--- src/rtl/seq_divider.sv ---
// Sequential restoring divider: 2*SIZE-bit dividend by SIZE-bit divisor,
// one quotient bit per clock, MSB first, with a divide-by-zero shortcut.
module seq_divider #(
    parameter int SIZE = 8
) (
    input  logic                clk,
    input  logic                reset,
    input  logic                start,
    input  logic [2*SIZE-1:0]   a,
    input  logic [SIZE-1:0]     b,
    output logic [2*SIZE-1:0]   q,
    output logic [SIZE-1:0]     r,
    output logic                busy,
    output logic                done,
    output logic                dbz
);
    localparam int CNT_W = $clog2(2*SIZE+1);

    typedef enum logic [1:0] {IDLE, RUN, DONE} state_t;

    state_t             state_q, state_d;
    logic [CNT_W-1:0]   cnt_q, cnt_d;
    logic               div0_q, div0_d;
    logic [2*SIZE-1:0]  q_q, q_d;
    logic [SIZE-1:0]    r_q, r_d;
    logic               done_q, done_d;
    logic               dbz_q, dbz_d;

    // Dividend bits shift out of the top while quotient bits shift in at the bottom.
    logic [2*SIZE-1:0]  shreg_q, shreg_d;
    logic [SIZE-1:0]    div_q, div_d;
    logic [SIZE-1:0]    rem_q, rem_d;
    logic [SIZE:0]      rem_shift;

    always_comb begin
        state_d   = state_q;
        cnt_d     = cnt_q;
        div0_d    = div0_q;
        q_d       = q_q;
        r_d       = r_q;
        done_d    = 1'b0;
        dbz_d     = dbz_q;
        shreg_d   = shreg_q;
        div_d     = div_q;
        rem_d     = rem_q;
        rem_shift = {rem_q, shreg_q[2*SIZE-1]};

        case (state_q)
            IDLE: begin
                if (start) begin
                    shreg_d = a;
                    div_d   = b;
                    rem_d   = '0;
                    if (b == '0) begin
                        div0_d  = 1'b1;
                        cnt_d   = '0;
                        state_d = DONE;
                    end else begin
                        div0_d  = 1'b0;
                        cnt_d   = CNT_W'(2*SIZE);
                        state_d = RUN;
                    end
                end
            end
            RUN: begin
                // Stored remainder is always < divisor, so the difference fits in SIZE bits.
                if (rem_shift >= {1'b0, div_q}) begin
                    rem_d   = rem_shift[SIZE-1:0] - div_q;
                    shreg_d = {shreg_q[2*SIZE-2:0], 1'b1};
                end else begin
                    rem_d   = rem_shift[SIZE-1:0];
                    shreg_d = {shreg_q[2*SIZE-2:0], 1'b0};
                end
                cnt_d = cnt_q - 1'b1;
                if (cnt_q == CNT_W'(1)) begin
                    state_d = DONE;
                end
            end
            DONE: begin
                done_d  = 1'b1;
                dbz_d   = div0_q;
                q_d     = div0_q ? '1 : shreg_q;
                r_d     = div0_q ? shreg_q[SIZE-1:0] : rem_q;
                state_d = IDLE;
            end
            default: begin
                state_d = IDLE;
            end
        endcase
    end

    always_ff @(posedge clk) begin
        if (reset) begin
            state_q <= IDLE;
            cnt_q   <= '0;
            div0_q  <= 1'b0;
            q_q     <= '0;
            r_q     <= '0;
            done_q  <= 1'b0;
            dbz_q   <= 1'b0;
        end else begin
            state_q <= state_d;
            cnt_q   <= cnt_d;
            div0_q  <= div0_d;
            q_q     <= q_d;
            r_q     <= r_d;
            done_q  <= done_d;
            dbz_q   <= dbz_d;
        end
    end

    always_ff @(posedge clk) begin
        shreg_q <= shreg_d;
        div_q   <= div_d;
        rem_q   <= rem_d;
    end

    assign q    = q_q;
    assign r    = r_q;
    assign busy = (state_q != IDLE);
    assign done = done_q;
    assign dbz  = dbz_q;
endmodule

--- config.mk ---
export PLATFORM = sky130hd
export DESIGN_NAME = seq_divider
export DESIGN_NICKNAME = d
export VERILOG_FILES = /design/src/rtl/seq_divider.sv
export SDC_FILE = /design/constraint.sdc
export NUM_CORES = 1
export LEC_CHECK = 0
export ABC_AREA = 1
export ABC_CLOCK_PERIOD_IN_PS = 4700
export BUFFER_PORTS_ARGS = -buffer_cell sky130_fd_sc_hd__buf_2
export CORE_MARGIN = 1.5
export CORE_UTILIZATION = 60
export CTS_CLUSTER_DIAMETER = 60
export CTS_CLUSTER_SIZE = 40
export DETAILED_ROUTE_END_ITERATION = 12
export PLACE_DENSITY_LB_ADDON = 0.15
export SYNTH_ARGS = -nofsm -noshare
export SYNTH_HDL_FRONTEND = slang
export SYNTH_SLANG_ARGS = --single-unit
--- constraint.sdc ---
create_clock -name clk -period 4.7 [get_ports clk]
set_input_delay 0.94 -clock clk [delete_from_list [all_inputs] [get_ports clk]]
set_output_delay 0.94 -clock clk [all_outputs]
set_load 0.05 [all_outputs]
; Yosys cells after proc, flatten, opt, wreduce, memory -nomap -nowiden
; Index checks and enable logic that the tools add are counted.
[classes]
reduce_logical = 7
n_lt_le_gt_ge = 1
n_eq_ne = 5
n_addsub = 2
muxes = 17
[ops]
columns = op, n
row1 = two-way mux 16 bit, 2
row2 = one-hot mux 16 bit (2 select lines), 1
row3 = two-way mux 8 bit, 3
row4 = one-hot mux 8 bit (2 select lines), 1
row5 = two-way mux 5 bit, 2
row6 = one-hot mux 5 bit (2 select lines), 1
row7 = greater-or-equal comparator 9 x 8 -> 1 bit, 1
row8 = zero test 8 bit, 1
row9 = subtractor 8 bit, 1
row10 = two-way mux 2 bit, 3
row11 = AND reduction 2 bit, 3
row12 = "== test 5 x 1 -> 1 bit, second input constant", 1
row13 = "subtractor 5 x 1 -> 5 bit, second input constant", 1
row14 = "inequality test 2 bit, second input constant", 2
row15 = one-hot mux 2 bit (2 select lines), 1
row16 = nonzero test 2 bit, 2
row17 = two-way mux 1 bit, 3
row18 = "== test 2 x 1 -> 1 bit, second input constant", 1
row19 = "== test 2 bit, second input constant", 1
row20 = zero test 2 bit, 1
[word_totals]
word_cells = 42
output_inout_bits = 27
ff_bits = 66

; Longest topological paths before layout
[depth]
word_depth = 4
mapped_depth = 11
depth_no_buf = 11

; Worst setup path after synthesis
; Ideal clock, no wire load.
[synth_path]
path_type = input-to-reg
startpoint = input port start
endpoint = register state_q[1]
arrival_time_ns = 2.002
path_buffers = 0
path_stages = 4
path_slack_ns = 2.606
path_cell_list = nand2_1 nand2_1 inv_1 nor4_1
[synth_between]
elab_chain_cells = 2
[synth_rtl]
columns = item, line_no
row1 = start: declaration, 8  ; input logic start,
row2 = inequality test 2 bit (no source line), -
row3 = AND reduction 2 bit (no source line), -
row4 = end signal: assignment, 102  ; state_q <= state_d;
row5 = end: declaration, 21  ; state_t state_q, state_d;
; Every way passes these cells.
; A chain may end at the register's enable or synchronous reset.

; Worst setup path after layout
[layout_path]
startpoint = register state_q[1]
endpoint = register cnt_q[4]
[layout_between]
elab_chain_cells = 3
elab_cells_between_ends = 6
[layout_rtl]
columns = item, line_no
row1 = == test 2 x 1 -> 1 bit or zero test 2 bit (tied branches), 48  ; case (state_q)
row2 = nonzero test 2 bit (no source line) or inequality test 2 bit (tied branches), -
row3 = AND reduction 2 bit (no source line), -
row4 = end signal: assignment, 103  ; cnt_q <= cnt_d;
row5 = end: declaration, 22  ; logic [CNT_W-1:0] cnt_q, cnt_d;
; Parallel ways exist; a longest one is shown, timed or not.

==> summary.md <==
| Metric | Value |
|---|---|
| Worst-Margin Slew | 1.12 ns |
| Critical path endpoint category | register |
| WL final | 7.00 mm |
| Yosys synthesis warning count | 0 |
| Worst-path clk slew | 0.07 ns |
| Cell chain of the critical path | inv_1 -> nand2_1 -> nand2_1 -> o21ai_0 -> a21oi_1 |
| Pins over their slew limit | 0 |
| Cell area after synthesis | 3130 sq um |
| First-pass GRT wire length | 11.0 mm |
| GRT Residual Overflow | 0 |
| CTS tree | yes |
| Hold_buf cts | 0 |
| Async set-or-reset flop fraction in the synthesized netlist | 0% |
| Most used cell, CP | nand2_1 |
| Worst path required time | 4.92 ns |
| Initial Util | 61.7% |
| Fin worst setup slack | 2.19 ns |
| Max_cap viols | 0 |
| Worst path max stage delay | 0.87 ns |
| Final setup violation count | 0 |
| Crit path max-delay cell type | nand2_1 |
| Worst VDD drop | 0.287 mV |
| Mapped Cells | 378 |
| Register bit count reported by yosys | 66 |
| Reg2Reg Setup Slack | 2.19 ns |
| Post-DP HPWL | 4.77 mm |
| Setup TNS | 0 ns |
| Final Hold Violating Endpoints | 0 |
| Unrepaired setup endpoints after global routing | false |
| Core box area | 5070 sq um |
| Mean Syn Cell Area | 8.28 sq um |
| Largest net degree at the start of global routing | 35 |
| Max_slew headroom | 25.1% |
| Reg power frac | 43.7% |
| Worst path arrival time | 2.74 ns |
| Total Power | 1640 uW |
| Tot GR Track Use | between 20% and 30% |
| Root Buffer | clkbuf_8 |
| P&R area growth vs syn | 16.9% |
| Worst min-delay path category | register to register |
| Clk buf depth | 2 |
| Peak fanout along the critical path | 27 |
| Fin crit share | between 50% and 60% |
| PortBufs | 53 |
| Outcome | finished, final reports clean |
| Cell leakage power | 0.00182 uW |
| Rows | 26 |
| Post-synth top flop | dfxtp_1 |
| Average wire per standard cell | roughly 14 um |
| GR Util met3 | under 10% |
| I/O pin count | 54 |
| Clk pwr share | 35.5% |
| Die H | approximately 75 um |
| Initial antenna violation count | 0 |
| Layout cells sized above 1 | between 10% and 20% |
| Via density | 5.30 |
| Placed Area | between 3000 and 4000 sq um |
| DIE WIDTH | 75.2 um |
| N_diodes | 0 |
| # clock sinks | 66 |
| H-tree Lvls | 3 |
| DRT iter0 DRCs | 166 |
| Post-CTS resize count | 0 |
| Internal | 1140 uW |
| Final instance area | 3660 sq um |
| Power per cell area | between 400 and 500 nW/um^2 |
| Top Family by Delay on Critical Path | simple AND/OR/NAND/NOR gates |
| Drt first pass iters | 4 |
| Netlist cell types | 29 |
| Switching power share of the total | 30.5% |
| Final Skew | 0.00945 ns |
| Max Clock Freq | 398 MHz |
| Number of global-route vias before repair | 2383 |
| Worst Path Buf+Inv | 1 |
| GP Congestion | 0.908 |
| Final nets | 466 |
| Clock Latency Late Sink | 0.35 ns |
| Register area share after synthesis | 52.5% |
| CTS buffer count | 9 |
| Die area | 5660 sq um |
| Crit path launch type | register |
| Fill cell count | 415 |
| Via count | 2668 |
| Crit path kind | register to register |
| Tmin final | approximately 2.5 ns |
| Setup bufs post-CTS | 0 |
| P_sw | approximately 500 uW |
| Detail Route Antenna Nets | 0 |
| Met2 GRT Util | 42.2% |
| Peak-usage layer in the global routing report | met2 |
| Synthesized Nets | approximately 420 |
| Grt met1 use | 35.0% |
| EDFF count, synth | 32 |
| DP Worst Slack | 2.17 ns |
| Comb power frac | between 20% and 30% |
| Residual DRC | 0 |
layout make-up:
type                       count  area, sq um  area share [%]
sequential                    66         1640            44.9
multi-input combinational    258         1270            34.8
clock inverter                 6          114            3.11
tap                           70         87.6            2.39
clock buffer                  10          128            3.49
timing repair buffer          53          265            7.25
inverter                      40          150            4.10
routing by layer:
metal / routed length (um) / vias to the layer above
li1: - / 1339
met1: 3190 / 1238
met2: 3300 / 80
met3: 393 / 11
met4: 112 / 0
met5: 0 / -
state kept, by name, indices dropped and copies added, names as in the netlist:
| signal | flops |
|---|---|
| dbz | 1 |
| done | 1 |
| r | 8 |
| rem_q | 8 |
| div0_q | 1 |
| shreg_q | 16 |
| div_q | 8 |
| q | 16 |
| cnt_q | 5 |
| state_q | 2 |
placed cells by master (no fill, tap or decap), types with 2 or more instances in the layout:
master / Yosys / routed
inv_1: 38 / 38
clkinvlp_4: 0 / 2
dfxtp_1: 34 / 34
nand3_1: 35 / 35
edfxtp_1: 32 / 32
a211oi_1: 2 / 2
nor2_1: 28 / 28
nand2_2: 2 / 2
nand2_1: 108 / 108
nor3_1: 2 / 2
bufinv_16: 0 / 3
buf_2: 7 / 53
xnor2_1: 3 / 3
nand3b_1: 3 / 3
a21oi_1: 26 / 26
o21ai_0: 29 / 29
clkbuf_8: 0 / 9
ha_1: 10 / 10
cells in the mapped netlist (2+ instances only):
library cell  number  area share, %
nand2_1          108             13
inv_1             38            4.6
nand2_2            2           0.40
dfxtp_1           34             22
o21ai_0           29            4.6
nor3_1             2           0.32
a211oi_1           2           0.48
a21oi_1           26            4.2
nor2_1            28            3.4
nand3b_1           3           0.72
ha_1              10            4.0
edfxtp_1          32             31
nand3_1           35            5.6
buf_2              7            1.1
xnor2_1            3           0.84
clkbuf_1           6           0.72
path summary, 6_finish.rpt:
check | from | to | depth (start not counted)
max | state_q[1]$_SDFFE_PP0P_ | cnt_q[4]$_SDFFE_PP0P_ | 5
min | cnt_q[1]$_SDFFE_PP0P_ | cnt_q[1]$_SDFFE_PP0P_ | 2
max reg2reg | state_q[1]$_SDFFE_PP0P_ | cnt_q[4]$_SDFFE_PP0P_ | 5
min reg2reg | cnt_q[1]$_SDFFE_PP0P_ | cnt_q[1]$_SDFFE_PP0P_ | 2
worst reg2reg max path: stages, from the launching register on:
cell	delay, ns
dfxtp_1	0.38
inv_1	0.07
nand2_1	0.55
nand2_1	0.87
o21ai_0	0.46
a21oi_1	0.06
power groups by stage:
stage	sequential [uW]	clock (uW)	combinational (uW)
finish	717	582	340
global route	724	606	378
CTS	715	585	340
detailed placement	728	0	336
global placement	726	0	325
floorplan	744	0	234
logic make-up after synthesis:
logic type,share of synthesized area [%]
AND/OR/NAND/NOR,24.9
buffers and inverters,6.88
flip-flops,52.5
XOR/XNOR,1.12
adder cells (fa/ha/maj),4.64
AO/OA/AOI/OAI,10.0
through the flow:
step           util [%]  std cells  hold WS (ns)
6_report           72.1        503         0.471
5_1_grt            72.1        503         0.484
4_1_cts            72.1        503         0.472
3_5_place_dp       67.3        487         0.459
3_3_place_gp       67.3        487         0.454
2_1_floorplan         -        378         0.441
Note: power is estimated with default switching activity, not from simulation.
